## config.mk

```make
export PLATFORM = sky130hd
export DESIGN_NAME = adder_arbiter
export DESIGN_NICKNAME = d
export VERILOG_FILES = /design/src/rtl/adder_arbiter.sv
export SDC_FILE = /design/constraint.sdc
export NUM_CORES = 1
export LEC_CHECK = 0
export ABC_AREA = 1
export BUFFER_PORTS_ARGS = -buffer_cell sky130_fd_sc_hd__buf_2
export CORE_AREA = 2 2 258 260
export DETAILED_ROUTE_END_ITERATION = 16
export DIE_AREA = 0 0 260 262
export PLACE_DENSITY = 0.42
export SLEW_MARGIN = 10
export SYNTH_ARGS = -nofsm -noshare
export SYNTH_HDL_FRONTEND = slang
export SYNTH_SLANG_ARGS = --single-unit
```

## constraint.sdc

```tcl
create_clock -name clk -period 3.7 [get_ports clk]
set_clock_uncertainty 0.15 [all_clocks]
set_input_delay 0.185 -clock clk [delete_from_list [all_inputs] [get_ports clk]]
set_output_delay 0.185 -clock clk [all_outputs]
set_load 0.05 [all_outputs]
```

## src/rtl/adder_arbiter.sv

```systemverilog
// adder_arbiter: round-robin sharing of one external adder among NUM_REQ requesters.
module adder_arbiter #(
  parameter int NUM_REQ = 3,
  parameter int WIDTH   = 64
) (
  input  logic                     clk,
  input  logic                     rst_n,
  input  logic [NUM_REQ-1:0]       req_valid,
  output logic [NUM_REQ-1:0]       req_ready,
  input  logic [NUM_REQ*WIDTH-1:0] req_a,
  input  logic [NUM_REQ*WIDTH-1:0] req_b,
  input  logic [NUM_REQ-1:0]       req_sub,
  output logic [NUM_REQ-1:0]       resp_valid,
  input  logic [NUM_REQ-1:0]       resp_ready,
  output logic [WIDTH-1:0]         resp_sum,
  output logic                     resp_cout,
  output logic                     resp_ovf,
  output logic [WIDTH-1:0]         add_a,
  output logic [WIDTH-1:0]         add_b,
  output logic                     add_cin,
  input  logic [WIDTH-1:0]         add_s,
  input  logic                     add_cout,
  input  logic                     add_ovf,
  output logic                     busy
);
  localparam int PW = $clog2(NUM_REQ);
  localparam logic [PW:0] NR = (PW+1)'(NUM_REQ);
  typedef enum logic [1:0] {IDLE, EXEC, RESP} state_t;
  state_t state;
  logic [PW-1:0] rr_ptr, gnt, gnt_q;
  logic found;
  logic [WIDTH-1:0] sel_a, sel_b;
  logic sel_sub;
  function automatic logic [PW-1:0] wrap(input logic [PW:0] v);
    return (v >= NR) ? PW'(v - NR) : PW'(v);
  endfunction
  // Scan from farthest to nearest so the requester closest to rr_ptr wins.
  always_comb begin
    gnt = rr_ptr;
    found = 1'b0;
    for (int k = NUM_REQ - 1; k >= 0; k--)
      if (req_valid[wrap({1'b0, rr_ptr} + (PW+1)'(k))]) begin
        gnt = wrap({1'b0, rr_ptr} + (PW+1)'(k));
        found = 1'b1;
      end
  end
  assign sel_a = req_a[int'(gnt) * WIDTH +: WIDTH];
  assign sel_b = req_b[int'(gnt) * WIDTH +: WIDTH];
  assign sel_sub = req_sub[gnt];
  assign req_ready = (rst_n && state == IDLE && found) ? NUM_REQ'(1) << gnt : '0;
  assign busy = state != IDLE;
  always_ff @(posedge clk or negedge rst_n) begin
    if (!rst_n) begin
      state <= IDLE;
      rr_ptr <= '0;
      gnt_q <= '0;
      resp_valid <= '0;
      resp_sum <= '0;
      resp_cout <= 1'b0;
      resp_ovf <= 1'b0;
      add_a <= '0;
      add_b <= '0;
      add_cin <= 1'b0;
    end else begin
      case (state)
        IDLE: if (found) begin
          gnt_q <= gnt;
          add_a <= sel_a;
          add_b <= sel_sub ? ~sel_b : sel_b;
          add_cin <= sel_sub;
          state <= EXEC;
        end
        EXEC: begin
          resp_sum <= add_s;
          resp_cout <= add_cout;
          resp_ovf <= add_ovf;
          resp_valid <= NUM_REQ'(1) << gnt_q;
          state <= RESP;
        end
        RESP: if (resp_ready[gnt_q]) begin
          resp_valid <= '0;
          rr_ptr <= wrap({1'b0, gnt_q} + (PW+1)'(1));
          state <= IDLE;
        end
        default: state <= IDLE;
      endcase
    end
  end
endmodule

```

# --- Word-level counts from Yosys, hierarchy flattened ---
# Index checks and enable logic that the tools add are counted.
op_classes:
  addsub: 7
  magnitude_cmp: 9
  eq_ne: 4
  shift: 4
  muxes: 27
  n_bitwise: 1
  reduce_logical: 9
ops:
  columns: ["operator", "count"]
  rows:
  - ["$shiftx 192x9->64", 2]
  - ["$mux 64", 1]
  - ["$not 64->64", 1]
  - ["$mux 2", 9]
  - ["$lt 2x3->1 const B", 5]
  - ["$bmux 1 s2", 5]
  - ["$ge 3x2->1 const B", 3]
  - ["$mux 1", 8]
  - ["$reduce_and 2->1", 4]
  - ["$sub 2x2->2 const B", 4]
  - ["$add 2x1->3 const B", 2]
  - ["$mux 3", 2]
  - ["$pmux 2 s3", 1]
  - ["$pmux 3 s2", 1]
  - ["$shl 1x2->3 const A", 2]
  - ["$ne 2x2->1 const B", 2]
  - ["$reduce_bool 2->1", 2]
  - ["$add 2x2->3 const B", 1]
  - ["$eq 2x1->1 const B", 1]
  - ["$eq 2x2->1 const B", 1]
  - ["$ge 2x2->1 const B", 1]
  - ["$logic_and 1x1->1", 2]
  - ["$logic_not 2->1", 1]
totals:
  ff_bits: 204
  input_bits: 461
  out_inout_bits: 202
  elab_cells: 71

# --- Logic depth before layout (Yosys ltp) ---
# Gate-level depths: netlist (run 1).
depth:
  word_depth: 11
  mapped_depth: 18
  depth_no_buf: 17

# --- Worst setup path after synthesis (run 1) ---
# No wires, ideal clock.
synth_timing:
  path_type: "reg2out"
  from: "register rr_ptr[0]"
  to: "output port req_ready[0]"
  arrival_time_ns: 2.843
  required_time_ns: 3.365
  path_slack_ns: 0.522
  path_stages_with_launch: 16
  n_path_buf: 2
  path_cell_list: "dfrtp_1 > inv_1 > ha_1 > inv_2 > nand2_1 > nand3_1 > nand2_1 > nand2_1 > inv_2 > nand3_1 > nand2_1 > buf_4 > nor2_4 > clkbuf_2 > inv_1 > nor3_1"
synth_via:
  elab_chain_cells: 10
  elab_cells_between_ends: 26
  cone_classes: "5 x add/sub; 3 x order compare; 1 x shift; 16 x mux; 1 x reduce/logical"
synth_rtl:
  columns: ["element", "line_no", "text"]
  rows:
  - ["from (decl)", "30", "logic [PW-1:0] rr_ptr, gnt, gnt_q;"]
  - ["from (signal assigned)", "82", "rr_ptr <= wrap({1'b0, gnt_q} + (PW+1)'(1));"]
  - ["$add 2x2->3", "42, 43", null]
  - ["$ge 3x2->1 or $sub 2x2->2 (tied branches)", "35", "return (v >= NR) ? PW'(v - NR) : PW'(v);"]
  - ["$mux 2", "35", null]
  - ["$bmux 1 s2", "42", "if (req_valid[wrap({1'b0, rr_ptr} + (PW+1)'(k))]) begin"]
  - ["$mux 1 (implied by the code)", "42", null]
  - ["$mux 2 or $mux 1 (tied branches) (3 in series)", "42", null]
  - ["$shl 1x2->3 or $logic_and 1x1->1 (tied branches)", "50", "assign req_ready = (rst_n && state == IDLE && found) ? NUM_REQ'(1) << gnt : '0;"]
  - ["$mux 3 (*)", "50", null]
  - ["to (decl)", "9", "output logic [NUM_REQ-1:0] req_ready,"]
# Every way passes the cells marked *; elsewhere a longest branch is shown, timed or not. The select of a mux whose other input is x is not followed.

# --- Worst setup path in the final report (run 1) ---
layout_timing:
  from: "register rr_ptr[1]"
  to: "output port req_ready[2]"
# Same word-level chain as after synthesis.

==> flow_summary.ini, run 1 <==
[sta]
worst_pin_slew_ps = 687.5
slew_violations = 0
setup_slack_ps = 245.8
rsz0062_at_grt = false
finalHoldViolations = 0
slew_headroom_pct = 54.16
setup_tns_ps = 0
period_share_pct = 93.36
layout_min_cycle_time_ps = 3454
fmax_mhz = 289.5
finalSetupViolations = 0

[drt]
wl_um = 75520
drtAntennaViolNets = 0
dr.max_layer_used = met5
wl_met3_um = 6018
wl_met1_um = 29240
drt-pass1-iter-count = 5
met2_length_um = 37480
remaining_drc_errors = 0
vias_per_cell = 4.583
dr_total_vias = 17850
drtIter0Drc = 992
routedWlPerCell_um = 19.39

[yosys]
synth_cells = 2014
synth_area_um2 = 13570
synth_seq_cells = 204
syn_area_per_cell_um2 = 6.737
ys_types = 24
ys_warn_count = 0
syn_nets = 2481
ys_seq_area_share_pct = 37.62

[clock_tree]
insertion_delay_ps = 570
cts_root_buf = clkbuf_16
numCtsBuffers = 27
cts.sinks = 204
h-tree-depth = 1
cts_buffer_depth = 3
cts.clk_slew.worst_paths_ps = 60
cts_tree = yes

[setup_path]
crit_path_cell_trace = inv_1 -> ha_1 -> o21ai_0 -> nand2_1 -> nand2_1 -> inv_2 -> nand3_1 -> nand2_4 -> buf_12 -> nor3_1 -> buf_2
cp_max_fo = 91
cp_top_family = buffers and inverters
startpoint_type = register
slowest_stage = dfrtp_1
cp-startpoint = rr_ptr[1]$_DFFE_PN0P_
crit_top_cell = nand2_1
path_buf_inv = 4
rrSetupSlack_ps = 270
ff2ff_path_depth = 13
crit_end = req_ready[2]
r2r-start = rr_ptr[1]$_DFFE_PN0P_
path_class = reg2out
r2r-end = add_a[18]$_DFFE_PN0P_
crit_arrival_ps = 3120
cp.depth = 11
end_kind = output pin
cp_slowest_stage_delay_ps = 390
required_ps = 3370

[floorplanning]
die_height_um = 262
dieArea_um2 = 68120
io_pins = 663
start_util_pct = 20.79
rows = 94
coreArea_um2 = 65280
die_x_um = 260

[final_layout]
fin_cells = 3894
drive_above_1_share_pct = 27.93
fillers = 7035
stdcell_area_um2 = 22870
area_growth_pct = 68.55
postLayoutCoreUtil_pct = 35.04
final_cell_mix = buf_2 (659), nand2_1 (604), dlygate4sd3_1 (417)
fin_nets = 3463
seqCellArea_um2 = 5105
layout_commonest_cell = buf_2
multi_input_area_um2 = 7233

[pwr]
switching_share_pct = 56.56
pwr-share-seq_pct = 14.5
p_per_area_nw_per_um2 = 1238
clock_power_share_pct = 9.5
p_sw_uw = 16020
power.share.combinational_pct = 75.9
leakage_uw = 0.01184
internal-power_uw = 12300
vdd_drop_max_mv = 0.6158

[global_routing]
antenna_found_initial = 34
grt_pass1_wl_um = 110100
overflow = 0
grtUsageTotal_pct = 20.99
grt_max_degree = 154
grt_pass1_vias = 17940

[placed_design]
dp_cells = 3413
gp_congestion = 0.9129
port_buffers = 662
pre_cts_ws_ps = 586.2
placed_area_um2 = 17700
dpl.hpwl_um = 51090

[outcome]
outcome = completed

[flow_run]
maxCapViolCount = 0

[hold_path]
hold_class = in2reg
registers in the layout (all words and copies together) (netlist names):
name        flops
resp_cout       1
resp_ovf        1
add_a          64
resp_sum       64
rr_ptr          2
add_b          64
state           2
gnt_q           2
resp_valid      3
add_cin         1
worst register-to-register path, cell delays in order, from the launching register on:
cell	delay, ps
dfrtp_1	390
inv_1	80
ha_1	270
o21ai_0	300
nand2_1	150
nand2_1	90
inv_2	60
nand2_4	120
nand2_4	110
inv_4	320
buf_4	400
o211ai_1	160
a21oi_1	170
dlygate4sd3_1	580
metal layers:
metal,vias up,global-route usage (%)
met5,-,0
met4,30,7.407
met3,146,5.681
met2,719,37.79
met1,8457,23.77
li1,8495,-
per-stage QoR:
stage | hold WS (ps) | power, uW
after CTS | 2.569 | 28280
after detailed placement | 43.90 | 22890
after global placement | 56.46 | 22770
after global routing | 50.05 | 30580
after floorplan | -260.6 | 17410
final | 39.05 | 28320
Yosys cell counts:
master,instances,area share (%)
nand2_2,5,0.23
inv_2,5,0.14
buf_1,11,0.30
nor3_1,5,0.18
nand3_1,274,10
a21oi_1,90,3.3
o21ai_1,5,0.18
buf_4,10,0.55
o211ai_1,64,3.5
inv_1,145,4.0
nand2_1,607,17
nand4_1,26,1.2
or2_2,24,1.1
o21ai_0,44,1.6
clkbuf_1,41,1.1
nor2_1,263,7.3
clkinv_1,1,0.028
buf_2,92,3.4
a31oi_1,23,1.1
nor2_4,1,0.083
clkbuf_2,2,0.074
dfrtp_1,204,38
mux2_2,66,5.5
ha_1,6,0.55
kinds of logic after synthesis:
kind of cell | after synthesis | synth area share, %
AND/OR/NAND/NOR | 1205 | 36.98
AO/OA/AOI/OAI | 226 | 9.729
flip-flops | 204 | 37.62
buffers and inverters | 307 | 9.637
multiplexers | 66 | 5.478
adder cells (fa/ha/maj) | 6 | 0.5533
cell type report:
cell class                 count  area share (%)
timing repair buffer        1109           34.81
multi-input combinational   1503           31.63
sequential                   204           22.32
tap                          864           4.727
clock buffer                  39           3.370
inverter                     151           2.511
clock inverter                 9          0.4650
antenna                       15          0.1641
what timing repair did:
| action | CTS | global route |
|---|---|---|
| setup buffers | 0 | 0 |
| hold endpoints to repair | 275 | 0 |
| gates resized for setup | 0 | 17 |
| setup endpoints to repair | 0 | 122 |
| hold buffers | 417 | 0 |
worst min path at each step:
| stage | start | endpoint | slack (ps) | cells past startpoint |
|---|---|---|---|---|
| after floorplan | rst_n | add_a[0]$_DFFE_PN0P_ | -260 | 0 |
| after global placement | rst_n | add_b[19]$_DFFE_PN0P_ | 60 | 1 |
| after detailed placement | rst_n | add_b[21]$_DFFE_PN0P_ | 40 | 1 |
| after CTS | req_b[124] | add_b[60]$_DFFE_PN0P_ | 3 | 9 |
| after global routing | req_b[43] | add_b[43]$_DFFE_PN0P_ | 50 | 8 |
| final | req_b[121] | add_b[57]$_DFFE_PN0P_ | 40 | 8 |
power groups by stage:
stage,Sequential (uW),Clock (uW),Combinational (uW)
5_1_grt,4250,2890,23500
4_1_cts,4110,2820,21400
6_report,4120,2700,21500
3_3_place_gp,4110,0,18700
2_1_floorplan,7820,0,9590
3_5_place_dp,4130,0,18800
No activity file was read; power rests on OpenSTA's default activity.
==> run 2: changes to the inputs <==
- ABC_AREA: 1 -> unset
- CORE_AREA: 2 2 258 260 -> 2 2 255 257
- DIE_AREA: 0 0 260 262 -> 0 0 257 259
- PLACE_DENSITY: 0.42 -> 0.43
==> run 2 against run 1 <==
- wire length fell by 14%
- critical path depth fell by 1
- non-clock buffer count fell by 42
- sequential share of layout area rose by 0.70 points
- sequential power fell by 1%
- clock-buffer cell count fell by 5
- highest routed layer unchanged
- clock power barely moved
- first-iteration DRC count fell by 7.0%
- total power fell by 21%
==> flow_summary.ini, run 2 <==
[yosys]
synthArstFlopShare_pct = 100.0
synth_xor_xnor_area_share_pct = 12.68
synth-edff-count = 0
muxShareOfSynthArea_pct = 10.89
syn_nets = 1932
yosysMostFrequentCell = dfrtp_1
synth_seq_cells = 204
yosysTopAreaCellShare_pct = 38.48
ys_warn_count = 0
synth_area_um2 = 13270
synth_fa_ha_area_share_pct = 0.5659
syn_area_per_cell_um2 = 9.055
synth_cells = 1465
synth_compound_area_share_pct = 12.35
synth-simple-area-share_pct = 19.70
synth.largest_area_cell = dfrtp_1
ys_seq_area_share_pct = 38.48
ys_types = 48
ys_top_cells_by_area = dfrtp_1 (38%), xor2_1 (8.5%), mux2_2 (5.7%), mux2i_1 (5.2%), a21oi_1 (4.9%)
synth_ff_type = dfrtp_1
synth_top_family_by_area = simple AND/OR/NAND/NOR gates
synthTopCellsByCount = dfrtp_1 (204), a21oi_1 (129), xor2_1 (128)

[hold_path]
hold_class = in2reg

[sta]
layout_min_cycle_time_ps = 3566
finalHoldViolations = 0
period_share_pct = 96.38
fmax_mhz = 280.4
rsz0062_at_grt = true
setup_slack_ps = 134.1
slew_headroom_pct = 32.50
slew_violations = 0
worst_pin_slew_ps = 1012
finalSetupViolations = 0

[final_layout]
stdcell_area_um2 = 22170
fin_cells = 3290
drive_above_1_share_pct = 34.32
seqCellArea_um2 = 5105
fin_nets = 2877
multi_input_area_um2 = 7552
fillers = 6588
final_cell_mix = buf_2 (655), dlygate4sd3_1 (366), dfrtp_1 (204)
largest_registers = add_a x64, add_b x64, resp_sum x64
layout_commonest_cell = buf_2
area_growth_pct = 67.14

[global_routing]
grt_pass1_vias = 16150
grt_max_degree = 132
grt_pass1_wl_um = 95920
overflow = 0
grtUsageTotal_pct = 18.23
antenna_found_initial = 9

[floorplanning]
rows = 93
die_height_um = 259
coreArea_um2 = 63880
io_pins = 663
die_x_um = 257
start_util_pct = 20.77
dieArea_um2 = 66560

[setup_path]
r2r-start = rr_ptr[0]$_DFFE_PN0P_
startpoint_type = register
cp_max_fo = 49
cp-startpoint = rr_ptr[0]$_DFFE_PN0P_
crit_arrival_ps = 3920
r2r-end = add_b[63]$_DFFE_PN0P_
end_kind = register
crit_end = add_b[63]$_DFFE_PN0P_
ff2ff_path_depth = 10
required_ps = 4050
path_class = reg2reg
rrSetupSlack_ps = 130

[outcome]
outcome = completed

[placed_design]
gp_congestion = 0.9293
placed_area_um2 = 17490
port_buffers = 662
dpl.hpwl_um = 42750
pre_cts_ws_ps = 398.5
dp_cells = 2863

[clock_tree]
h-tree-depth = 1
numCtsBuffers = 27
cts_tree = yes
cts_root_buf = clkbuf_16
cts.clk_slew.worst_paths_ps = 60
cts_buffer_depth = 3
insertion_delay_ps = 560
cts.sinks = 204

[pwr]
vdd_drop_max_mv = 0.5306
p_per_area_nw_per_um2 = 1007
leakage_uw = 0.01017

[drt]
drtIter0Drc = 923
vias_per_cell = 4.681
remaining_drc_errors = 0
routedWlPerCell_um = 19.71
wl_um = 64860
drtAntennaViolNets = 0
dr_total_vias = 15400
drt-pass1-iter-count = 5

[flow_run]
maxCapViolCount = 0
-- run 2: changes by cell type after synthesis, moves of 61 or more --
| cell | previous run | this run |
|---|---|---|
| xnor2_1 | 0 | 64 |
| nand3_1 | 274 | 67 |
| nor2_1 | 263 | 65 |
| inv_1 | 145 | 7 |
| or4_1 | 0 | 64 |
| and3_1 | 0 | 65 |
| nand2_1 | 607 | 77 |
| xor2_1 | 0 | 128 |
| nor3_1 | 5 | 66 |
| mux2i_1 | 0 | 69 |
-- run 2: layout make-up --
type                       count  share of cell area [%]
multi-input combinational   1102                   34.06
timing repair buffer        1067                   33.85
tap                          855                   4.825
inverter                       8                  0.1467
sequential                   204                   23.02
clock buffer                  34                   3.346
clock inverter                15                  0.6828
antenna                        5                 0.05643
-- run 2: logic make-up after synthesis --
group,count (synthesis)
buf+inv,160
fa+ha+maj,6
simple gates,487
compound gates,280
mux,136
xor+xnor,192
flops,204
-- run 2: metal layers --
metal / global-route usage [%] / wire length (um) / vias up / share of wire (%)
met5: 0 / 42 / - / 0.065
met4: 7.316 / 2388 / 8 / 3.7
met3: 3.554 / 3961 / 137 / 6.1
met2: 32.97 / 32770 / 631 / 51
met1: 21.06 / 25700 / 7466 / 40
li1: - / - / 7160 / -
-- run 2: critical path: stages (launching register included) --
cell	delay [ps]
dfrtp_1	420
inv_1	150
ha_4	230
mux2i_1	140
or2_1	320
o22ai_4	320
nor2_4	60
buf_4	270
or4_1	660
a21oi_1	150
dlygate4sd3_1	560
-- run 2: worst min path at each step --
stage	cells past startpoint	start	endpoint	slack (ps)
final	4	req_b[154]	add_b[26]$_DFFE_PN0P_	20
after global routing	5	req_b[114]	add_b[50]$_DFFE_PN0P_	40
after detailed placement	1	rst_n	add_b[19]$_DFFE_PN0P_	-40
after global placement	1	rst_n	add_b[17]$_DFFE_PN0P_	-30
after CTS	6	req_b[80]	add_b[16]$_DFFE_PN0P_	0.09
after floorplan	0	rst_n	add_a[0]$_DFFE_PN0P_	-260
-- run 2: what timing repair did --
action,CTS,global route
resized for setup,2,9
cloned,0,2
setup buffers,0,4
endpoints found under the setup margin,1,70
hold buffers,367,0
pin swaps,0,4
hold endpoints to repair,399,0
-- run 2: per-stage QoR --
stage | hold WS (ps) | total power [uW] | utilization [%] | setup TNS (ps)
after global placement | -33.88 | 17990 | 27.38 | 0
after CTS | 0.08654 | 22370 | 34.56 | 0
final | 21.57 | 22320 | 34.71 | 0
after detailed placement | -36.66 | 18180 | 27.38 | 0
after global routing | 35.35 | 23690 | 34.69 | -11.10
after floorplan | -260.6 | 14000 | - | 0
-- run 2: power by group --
group	internal (uW)	total, uW	switching [uW]
Sequential	3430	4060	625
Combinational	5450	15600	10100
Clock	1560	2690	1130
==> run 3: changes to the inputs <==
- CORE_AREA: 2 2 255 257 -> 2 2 260 262
- CTS_BUF_LIST: unset -> sky130_fd_sc_hd__clkbuf_8
- DIE_AREA: 0 0 257 259 -> 0 0 262 264
- PLACE_DENSITY: 0.43 -> 0.41
- clock period: 3.7 -> 4.45 ns (I/O delays scaled with it)
==> run 3 against run 2 <==
- combinational power fell by 14%
- die area rose by 3.9%
- wire length fell by 1.5%
- non-clock buffer count fell by 50
- sequential share of layout area rose by 0.78 points
- critical endpoint is now req_ready[0]
==> flow_summary.ini, run 3 (synthesized netlist as in run 2, its figures left out) <==
[hold_path]
hold_class = in2async

[clock_tree]
cts.clk_slew.worst_paths_ps = 60
cts.sinks = 204
cts_buffer_depth = 3
cts_root_buf = clkbuf_8
numCtsBuffers = 42
insertion_delay_ps = 610
cts_tree = yes
h-tree-depth = 2

[global_routing]
grt_max_degree = 132
antenna_found_initial = 21
overflow = 0
grt_pass1_wl_um = 94870
grtUsageTotal_pct = 17.72
grt_pass1_vias = 15920

[floorplanning]
die_x_um = 262
io_pins = 663
coreArea_um2 = 66560
dieArea_um2 = 69170
rows = 95
die_height_um = 264
start_util_pct = 19.93

[final_layout]
largest_registers = add_a x64, add_b x64, resp_sum x64
seqCellArea_um2 = 5105
layout_commonest_cell = buf_2
fillers = 7064
fin_nets = 2841
final_cell_mix = buf_2 (657), dlygate4sd3_1 (326), dfrtp_1 (204)
stdcell_area_um2 = 21450
area_growth_pct = 61.70
drive_above_1_share_pct = 34.52
multi_input_area_um2 = 7538

[setup_path]
crit_path_cell_trace = inv_1 -> ha_1 -> nor2_1 -> o32a_1 -> and2_1 -> a31o_4 -> inv_4 -> o21ai_4 -> nor3_2 -> buf_2
cp_slowest_stage_delay_ps = 490
path_class = reg2out
crit_arrival_ps = 3730
startpoint_type = register
slowest_stage = ha_1
cp_max_fo = 26
required_ps = 4080
end_kind = output pin

[pwr]
leakage_uw = 0.009909
p_per_area_nw_per_um2 = 867.4
vdd_drop_max_mv = 0.4281

[placed_design]
dpl.hpwl_um = 42950
gp_congestion = 0.8249
placed_area_um2 = 17390
port_buffers = 662
pre_cts_ws_ps = 779.5

[drt]
dr_total_vias = 15170
drtAntennaViolNets = 0
vias_per_cell = 4.627
wl_um = 63890
remaining_drc_errors = 0
drt-pass1-iter-count = 4
drtIter0Drc = 834
routedWlPerCell_um = 19.49

[sta]
period_share_pct = 92.18
fin_hold_ws_ps = 80.19
setup_slack_ps = 348.1
rsz0062_at_grt = false
slew_violations = 0
setup_tns_ps = 0
slew_headroom_pct = 33.03
finalSetupViolations = 0
finalHoldViolations = 0
fmax_mhz = 243.8
layout_min_cycle_time_ps = 4102
worst_pin_slew_ps = 1005

[flow_run]
maxCapViolCount = 0

[outcome]
outcome = completed
[run 3: cell types whose count changed in the layout (fill, tap and decap cells not counted), sizes merged, moves of 3 or more]
cell,change
dlygate4sd3,-40
inv,+15
clkbuf,+10
buf,-8
clkinv,-5
diode,+4
clkinvlp,-3
[run 3: path summary, 6_finish.rpt]
check                                       from                       to  slack [ps]  depth (start not counted)
setup / recovery           rr_ptr[0]$_DFFE_PN0P_             req_ready[0]         350                         10
hold / removal                             rst_n    add_b[59]$_DFFE_PN0P_          80                          3
setup reg to reg           rr_ptr[0]$_DFFE_PN0P_    add_b[39]$_DFFE_PN0P_         370                         10
hold reg to reg              add_cin$_DFFE_PN0P_      add_cin$_DFFE_PN0P_         340                          2
max in group asynchronous                  rst_n  resp_sum[0]$_DFFE_PN0P_        3100                          3
min in group clk                   resp_ready[0]    rr_ptr[0]$_DFFE_PN0P_         190                          5
[run 3: power by group]
| part | internal (uW) | total (uW) | switching (uW) | leakage (uW) |
|---|---|---|---|---|
| logic | 4950 | 13400 | 8410 | 0.00707 |
| registers | 2850 | 3360 | 501 | 0.00241 |
| clock network | 949 | 1880 | 933 | 0.000437 |
[run 3: layer usage]
layer,vias to the layer above,global-route usage [%],wire length (um)
li1,7089,-,-
met1,7362,20.59,25370
met2,566,31.24,31670
met3,131,4.107,4520
met4,18,6.856,2201
met5,-,0,130
[run 3: what timing repair did]
action	in CTS	in global routing
setup endpoints to repair	0	1
hold buffers	327	0
gates resized for setup	0	1
buffers inserted	0	0
endpoints found under the hold margin	324	0
[run 3: cell type report]
cell class,instances,area share (%)
antenna,9,0.1050
clock buffer,46,2.952
multi-input combinational,1101,35.15
tap,873,5.092
timing repair buffer,1017,32.23
clock inverter,20,0.5192
sequential,204,23.80
inverter,8,0.1517
[run 3: worst max-delay path, delay by kind of cell (launching register included)]
family | cells | cell delay (ps)
flip-flops | 1 | 410
adder cells (fa/ha/maj) | 1 | 490
AND/OR/NAND/NOR | 3 | 710
AO/OA/AOI/OAI | 3 | 800
buffers and inverters | 3 | 700
[run 3: metrics by stage]
step                      util, %  std cells  power, uW
after global placement      26.13       2876      14790
after floorplan                 -       1465      11640
after CTS                   32.18       3269      18740
after global routing        32.21       3275      19920
final                       32.22       3278      18600
after detailed placement    26.13       2876      14890
